**src/rtl/tlb_pkg.sv**
```systemverilog
// Shared constants for the TLB instruction sequencer: op codes, invtlb ops,
// ELO field layout and the controller state encoding.
package tlb_pkg;

  localparam logic [2:0] TLBOP_SRCH = 3'd1;
  localparam logic [2:0] TLBOP_RD   = 3'd2;
  localparam logic [2:0] TLBOP_WR   = 3'd3;
  localparam logic [2:0] TLBOP_FILL = 3'd4;
  localparam logic [2:0] TLBOP_INV  = 3'd5;

  localparam logic [4:0] INVTLB_ALL       = 5'd0;
  localparam logic [4:0] INVTLB_ALL1      = 5'd1;
  localparam logic [4:0] INVTLB_G         = 5'd2;
  localparam logic [4:0] INVTLB_NG        = 5'd3;
  localparam logic [4:0] INVTLB_NG_ASID   = 5'd4;
  localparam logic [4:0] INVTLB_ASID_VA   = 5'd5;
  localparam logic [4:0] INVTLB_G_ASID_VA = 5'd6;

  // ELO packing: {ppn[19:0], g, mat[1:0], plv[1:0], d, v}
  localparam int ELO_W   = 27;
  localparam int ELO_V   = 0;
  localparam int ELO_D   = 1;
  localparam int ELO_PLV = 2;
  localparam int ELO_MAT = 4;
  localparam int ELO_G   = 6;
  localparam int ELO_PPN = 7;

  typedef enum logic [1:0] {
    ST_IDLE = 2'd0,
    ST_EXEC = 2'd1,
    ST_DONE = 2'd2
  } tlb_state_t;

  function automatic logic op_legal(input logic [2:0] code);
    return (code >= TLBOP_SRCH) && (code <= TLBOP_INV);
  endfunction

endpackage

```
**src/rtl/tlb_fill_ctr.sv**
```systemverilog
// Free-running wrap counter that picks the victim slot for TLBFILL.
module tlb_fill_ctr #(
  parameter int W = 4
) (
  input  logic         clk,
  input  logic         reset,
  output logic [W-1:0] cnt
);

  always_ff @(posedge clk) begin
    if (reset) cnt <= '0;
    else       cnt <= cnt + 1'b1;
  end

endmodule

```
**src/rtl/tlb_op_ctrl.sv**
```systemverilog
// Sequences TLB instructions one at a time (accept -> EXEC -> DONE) and
// borrows TLB search port 1 from the load/store path for SRCH and INV.
module tlb_op_ctrl
  import tlb_pkg::*;
#(
  parameter  int TLBNUM = 16,
  localparam int IDXW   = $clog2(TLBNUM)
) (
  input  logic            clk,
  input  logic            reset,
  input  logic            op_valid,
  output logic            op_ready,
  input  logic [2:0]      op_code,
  input  logic [4:0]      inv_op,
  input  logic [9:0]      inv_asid,
  input  logic [31:0]     inv_va,
  input  logic            flush,
  input  logic [IDXW-1:0] csr_index,
  input  logic [5:0]      csr_ps,
  input  logic            csr_ne,
  input  logic [18:0]     csr_vppn,
  input  logic [9:0]      csr_asid,
  input  logic [26:0]     csr_elo0,
  input  logic [26:0]     csr_elo1,
  input  logic [18:0]     mem_vppn,
  input  logic [9:0]      mem_asid,
  input  logic            mem_bit12,
  output logic            mem_s1_busy,
  output logic [18:0]     s1_vppn,
  output logic [9:0]      s1_asid,
  output logic            s1_va_bit12,
  input  logic            s1_found,
  input  logic [IDXW-1:0] s1_index,
  output logic            we,
  output logic [IDXW-1:0] w_index,
  output logic            w_e,
  output logic [18:0]     w_vppn,
  output logic [5:0]      w_ps,
  output logic [9:0]      w_asid,
  output logic            w_g,
  output logic [19:0]     w_ppn0,
  output logic [1:0]      w_plv0,
  output logic [1:0]      w_mat0,
  output logic            w_d0,
  output logic            w_v0,
  output logic [19:0]     w_ppn1,
  output logic [1:0]      w_plv1,
  output logic [1:0]      w_mat1,
  output logic            w_d1,
  output logic            w_v1,
  output logic [IDXW-1:0] r_index,
  output logic            invtlb_valid,
  output logic [4:0]      invtlb_op,
  output logic            done,
  output logic            srch_hit,
  output logic [IDXW-1:0] srch_index,
  output logic            inv_err
);

  tlb_state_t state, state_nx;

  logic [IDXW-1:0]  fill_cnt;
  logic             accept;
  logic [2:0]       op_q;
  logic [4:0]       inv_op_q;
  logic [9:0]       inv_asid_q;
  logic [31:12]     inv_va_q;
  logic [IDXW-1:0]  idx_q, fill_q, r_index_q;
  logic [5:0]       ps_q;
  logic             ne_q;
  logic [18:0]      vppn_q;
  logic [9:0]       asid_q;
  logic [ELO_W-1:0] elo0_q, elo1_q;
  logic             in_exec, is_srch, is_inv, inv_ok, op_err;
  logic             unused_va;

  assign unused_va = ^inv_va[11:0];

  tlb_fill_ctr #(.W(IDXW)) u_fill_ctr (
    .clk   (clk),
    .reset (reset),
    .cnt   (fill_cnt)
  );

  assign op_ready = (state == ST_IDLE);
  assign accept   = op_valid & op_ready & ~flush & ~reset;

  always_ff @(posedge clk) begin
    if (reset) state <= ST_IDLE;
    else       state <= state_nx;
  end

  always_comb begin
    state_nx = state;
    case (state)
      ST_IDLE: if (accept) state_nx = ST_EXEC;
      ST_EXEC: state_nx = ST_DONE;
      ST_DONE: state_nx = ST_IDLE;
      default: state_nx = ST_IDLE;
    endcase
  end

  // Operand snapshot; the CSRs may change while the op is in flight.
  always_ff @(posedge clk) begin
    if (accept) begin
      op_q       <= op_code;
      inv_op_q   <= inv_op;
      inv_asid_q <= inv_asid;
      inv_va_q   <= inv_va[31:12];
      idx_q      <= csr_index;
      ps_q       <= csr_ps;
      ne_q       <= csr_ne;
      vppn_q     <= csr_vppn;
      asid_q     <= csr_asid;
      elo0_q     <= csr_elo0;
      elo1_q     <= csr_elo1;
      if (op_code == TLBOP_FILL) fill_q <= fill_cnt;
    end
  end

  always_ff @(posedge clk) begin
    if (reset)                              r_index_q <= '0;
    else if (accept && op_code == TLBOP_RD) r_index_q <= csr_index;
  end

  // The read index is visible already in the accept cycle.
  assign r_index = (accept && op_code == TLBOP_RD) ? csr_index : r_index_q;

  // Reset kills any in-flight side effect in the same cycle.
  assign in_exec = (state == ST_EXEC) & ~reset;
  assign is_srch = (op_q == TLBOP_SRCH);
  assign is_inv  = (op_q == TLBOP_INV);
  assign inv_ok  = (inv_op_q <= INVTLB_G_ASID_VA);
  assign op_err  = ~op_legal(op_q) | (is_inv & ~inv_ok);

  assign we           = in_exec & ((op_q == TLBOP_WR) | (op_q == TLBOP_FILL));
  assign invtlb_valid = in_exec & is_inv & inv_ok;
  assign invtlb_op    = inv_op_q;
  assign mem_s1_busy  = in_exec & (is_srch | is_inv);
  assign done         = (state == ST_DONE) & ~reset;

  always_comb begin
    s1_vppn     = mem_vppn;
    s1_asid     = mem_asid;
    s1_va_bit12 = mem_bit12;
    if (mem_s1_busy) begin
      if (is_srch) begin
        s1_vppn     = vppn_q;
        s1_asid     = asid_q;
        s1_va_bit12 = 1'b0;
      end else begin
        s1_vppn     = inv_va_q[31:13];
        s1_asid     = inv_asid_q;
        s1_va_bit12 = inv_va_q[12];
      end
    end
  end

  always_ff @(posedge clk) begin
    if (reset) begin
      srch_hit   <= 1'b0;
      srch_index <= '0;
      inv_err    <= 1'b0;
    end else begin
      inv_err <= in_exec & op_err;
      if (in_exec)           srch_hit   <= is_srch & s1_found;
      if (in_exec & is_srch) srch_index <= s1_index;
    end
  end

  assign w_index = (op_q == TLBOP_FILL) ? fill_q : idx_q;
  assign w_e     = ~ne_q;
  assign w_vppn  = vppn_q;
  assign w_ps    = ps_q;
  assign w_asid  = asid_q;
  assign w_g     = elo0_q[ELO_G] & elo1_q[ELO_G];
  assign w_ppn0  = elo0_q[ELO_PPN +: 20];
  assign w_plv0  = elo0_q[ELO_PLV +: 2];
  assign w_mat0  = elo0_q[ELO_MAT +: 2];
  assign w_d0    = elo0_q[ELO_D];
  assign w_v0    = elo0_q[ELO_V];
  assign w_ppn1  = elo1_q[ELO_PPN +: 20];
  assign w_plv1  = elo1_q[ELO_PLV +: 2];
  assign w_mat1  = elo1_q[ELO_MAT +: 2];
  assign w_d1    = elo1_q[ELO_D];
  assign w_v1    = elo1_q[ELO_V];

endmodule

```
**config.mk**
```make
export PLATFORM = sky130hd
export DESIGN_NAME = tlb_op_ctrl
export DESIGN_NICKNAME = d
export VERILOG_FILES = /design/src/rtl/tlb_pkg.sv /design/src/rtl/tlb_fill_ctr.sv /design/src/rtl/tlb_op_ctrl.sv
export SDC_FILE = /design/constraint.sdc
export NUM_CORES = 1
export LEC_CHECK = 0
export CAP_MARGIN = 20
export CORE_MARGIN = 8
export CORE_UTILIZATION = 35
export CTS_BUF_LIST = sky130_fd_sc_hd__clkbuf_16
export DETAILED_ROUTE_END_ITERATION = 12
export GPL_ROUTABILITY_DRIVEN = 0
export PLACE_DENSITY = 0.73
export SYNTH_ARGS = -nofsm -noshare
export SYNTH_HDL_FRONTEND = slang
export SYNTH_HIERARCHICAL = 1
export SYNTH_SLANG_ARGS = --single-unit
export TNS_END_PERCENT = 1
```
**constraint.sdc**
```tcl
create_clock -name clk -period 22.3 [get_ports clk]
set_clock_uncertainty 0.05 [all_clocks]
set_input_delay 2.23 -clock clk [delete_from_list [all_inputs] [get_ports clk]]
set_output_delay 2.23 -clock clk [all_outputs]
set_load 0.05 [all_outputs]
```
==> metrics.md <==
| Metric | Value |
|---|---|
| Outcome | complete, no violations |
| Slew Viols, Final | 0 |
| CP Class | in -> out |
| Simple logic cell fraction of the synthesized area | 4.09% |
| Setup TNS | 0 ns |
| Mapped Area | 5850 um2 |
| Placed cell count | 854 |
| Layout area overhead | 62.9% |
| Die area | 21100 um2 |
| Worst Path Required | 20.02 ns |
| Adder and majority gate portion of the synthesized area | 0.214% |
| Inserted Clock Buffers | 17 |
| WL/cell | 20.9 um |
| Top_reg_cell synth | edfxtp_1 |
| CP Cell Sequence | clkdlybuf4s50_1, or3b_1, clkinv_1, nand2b_1, buf_16, o21ai_0, clkdlybuf4s50_1 |
| Initial antenna violation count | 0 |
| Max Clock Freq | 128 MHz |
| Post-Synth XOR/XNOR Area | 0.150% |
| Largest area contributor in the netlist | edfxtp_1 |
| WL final | 18500 um |
| Syn_area_per_cell | 15.3 um2 |
| Crit path capture type | output pin |
| Leak | 3.27 nW |
| Largest net degree at the start of global routing | 81 |
| IO Port Bufs | 313 |
| Slew @ Worst Pin | 1.03 ns |
| Final period utilization | 34.9% |
| Yosys top cell area share | 69.9% |
| # fillers | 1328 |
| Vias/cell | 4.81 |
| Async SR Flop Fraction | 0% |
| # Max-Cap Violations | 0 |
| CTS tree | yes |
| Fin cells | 886 |
| Share of cells above drive strength 1 | 7.66% |
| All-Layer GR Usage | 17.1% |
| Yosys cell types | 33 |
| Mux cell area share after synthesis | 2.83% |
| Most used cell along the critical path | clkdlybuf4s50_1 |
| Vias in the first global route | 4711 |
| Clock Latency Late Sink | 0.41 ns |
| Initial Util | 35.5% |
| First-pass GRT wire length | 27700 um |
| RSZ-0062 raised after global routing | no |
| CTS Buffer Depth | 2 |
| Routed via count | 4259 |
| Startpoint Class | primary input |
| Multi-input logic area | 998 um2 |
| N_diodes | 0 |
| H-tree depth | 4 |
| Slowest-stage cell, CP | clkdlybuf4s50_1 |
| GR Overflow Total | 0 |
| Post-DP HPWL | 13800 um |
| Main combinational cell family by area after synthesis | compound AO/OA/AOI/OAI gates |
| Rel. slew slack | 31.4% |
| Clk slew on worst S/H paths | 0.06 ns |
| Clock root buffer | clkbuf_16 |
| Top post-synthesis cells by count | edfxtp_1, o21ai_0, buf_4 |
| WHS | 0.409 ns |
| Chip width | 145 um |
| Max VDD drop | 0.0466 mV |
| DRT antenna net count | 0 |
| Row cnt | 47 |
| Endpoints failing setup | 0 |
| Num ports | 326 |
| CTS sink cnt | 152 |
| Resize count post-CTS | 0 |
| First-pass DRT Iterations | 5 |
| Final hold vios | 0 |
| Min Tclk post-route | 7.79 ns |
| Cells after Synth | 381 |
| Core ar. | 16500 um2 |
| Ranking of synthesized cells by area | edfxtp_1, buf_4, dfxtp_1 |
| Worst endpoint data arrival time | 5.51 ns |
| DRC viols | 0 |
| EDFF count, synth | 136 |
| Sequential cell area | 4400 um2 |
| Worst min-delay path class | reg -> reg |
| Worst-path maximum fanout | 22 |
| Compound-gate portion of the synthesized area | 9.59% |
| Top-count cell post-synth | edfxtp_1 |
| Post-CTS Setup Repair Bufs | 0 |
| Nets | 837 |
| Synth Register Bits | 152 |
| Power, Total | 0.716 mW |
| Pwr/cell area | 75.2 nW/um2 |
| Sequential element share of the synthesized area | 75.3% |
| Die height | 145 um |
| Syn_nets | 565 |
| Synth warn | 6 |
| 1st-iter DRT viols | 246 |
| CP peak stage delay | 0.88 ns |
| Hold_buf cts | 0 |
cell families (layout without fill, tap and decap cells):
kind of cell    count (synthesis)  in the layout
fa+ha+maj                       1              1
simple gates                   40             40
xor+xnor                        1              1
mux                            13             13
flops                         152            152
buf+inv                        71            356
compound gates                103            103
path summary, 6_finish.rpt:
check / startpoint / to / slack (ns) / cells past startpoint
worst min register to register: srch_hit$_SDFFE_PP0P_ / srch_hit$_SDFFE_PP0P_ / 0.41 / 2
worst min-delay path: srch_hit$_SDFFE_PP0P_ / srch_hit$_SDFFE_PP0P_ / 0.41 / 2
worst max-delay path: reset / s1_vppn[1] / 14.51 / 7
worst max register to register: state[1]$_SDFFE_PP0P_ / elo0_q[7]$_DFFE_PP_ / 19.61 / 4
flip-flops by register name (all words and copies together), names as in the netlist, 2 cells and up:
name and cells:
elo0_q 27, elo1_q 27, inv_va_q 20, w_vppn 19, inv_asid_q 10, w_asid 10, w_ps 6, invtlb_op 5
fill_q 4, idx_q 4, r_index_q 4, srch_index 4, u_fill_ctr/cnt 4, op_q 3, state 2
critical path: cells and delay by family:
family	cells	cell delay (ns)
buffers and inverters	4	2.10
AND/OR/NAND/NOR	2	0.87
AO/OA/AOI/OAI	1	0.29
cells in the final DEF (no fill, tap or decap), types with 2 or more instances in the layout:
cell type,Yosys,layout
o22ai_1,29,29
mux2i_1,3,3
nor3b_1,2,2
nor2b_1,4,4
nor2_1,7,7
clkinv_4,0,3
edfxtp_1,136,136
clkdlybuf4s50_1,0,313
nand2_1,2,2
nand3_1,6,6
nand2b_1,9,9
and3_1,2,2
a21oi_1,7,7
inv_1,3,5
dfxtp_1,16,16
o21ai_0,64,64
buf_4,48,6
mux2_4,6,6
bufinv_16,0,4
clkinvlp_4,0,2
mux2_2,4,4
inv_6,0,3
clkbuf_16,0,17
stage by stage:
step	util [%]	cell area [um2]	setup slack (ns)
6_report	57.8	9520	14.51
5_1_grt	57.8	9520	14.35
4_1_cts	57.8	9520	14.47
3_5_place_dp	54.0	8900	14.48
3_3_place_gp	53.9	8870	14.27
2_1_floorplan	-	5850	5.40
metal layers:
metal	vias to the layer above	GRT usage [%]	routed length [um]
met5	-	0	0
met4	0	5.62	391
met3	28	7.62	1690
met2	230	30.6	9550
met1	2057	17.5	6890
li1	1944	-	-
report_power, final:
part | internal, mW | switching [mW]
registers | 0.319 | 0.00315
logic | 0.0427 | 0.0472
clock network | 0.188 | 0.116
total | 0.550 | 0.166
cell type report:
class	instances	area share (%)
well taps	220	2.89
clock inverters	15	2.10
clock buffers	17	4.47
repair buffers	320	33.7
multi-input cells	158	10.5
inverters	4	0.158
flip-flops and latches	152	46.2
Note: power is estimated with default switching activity, not from simulation.
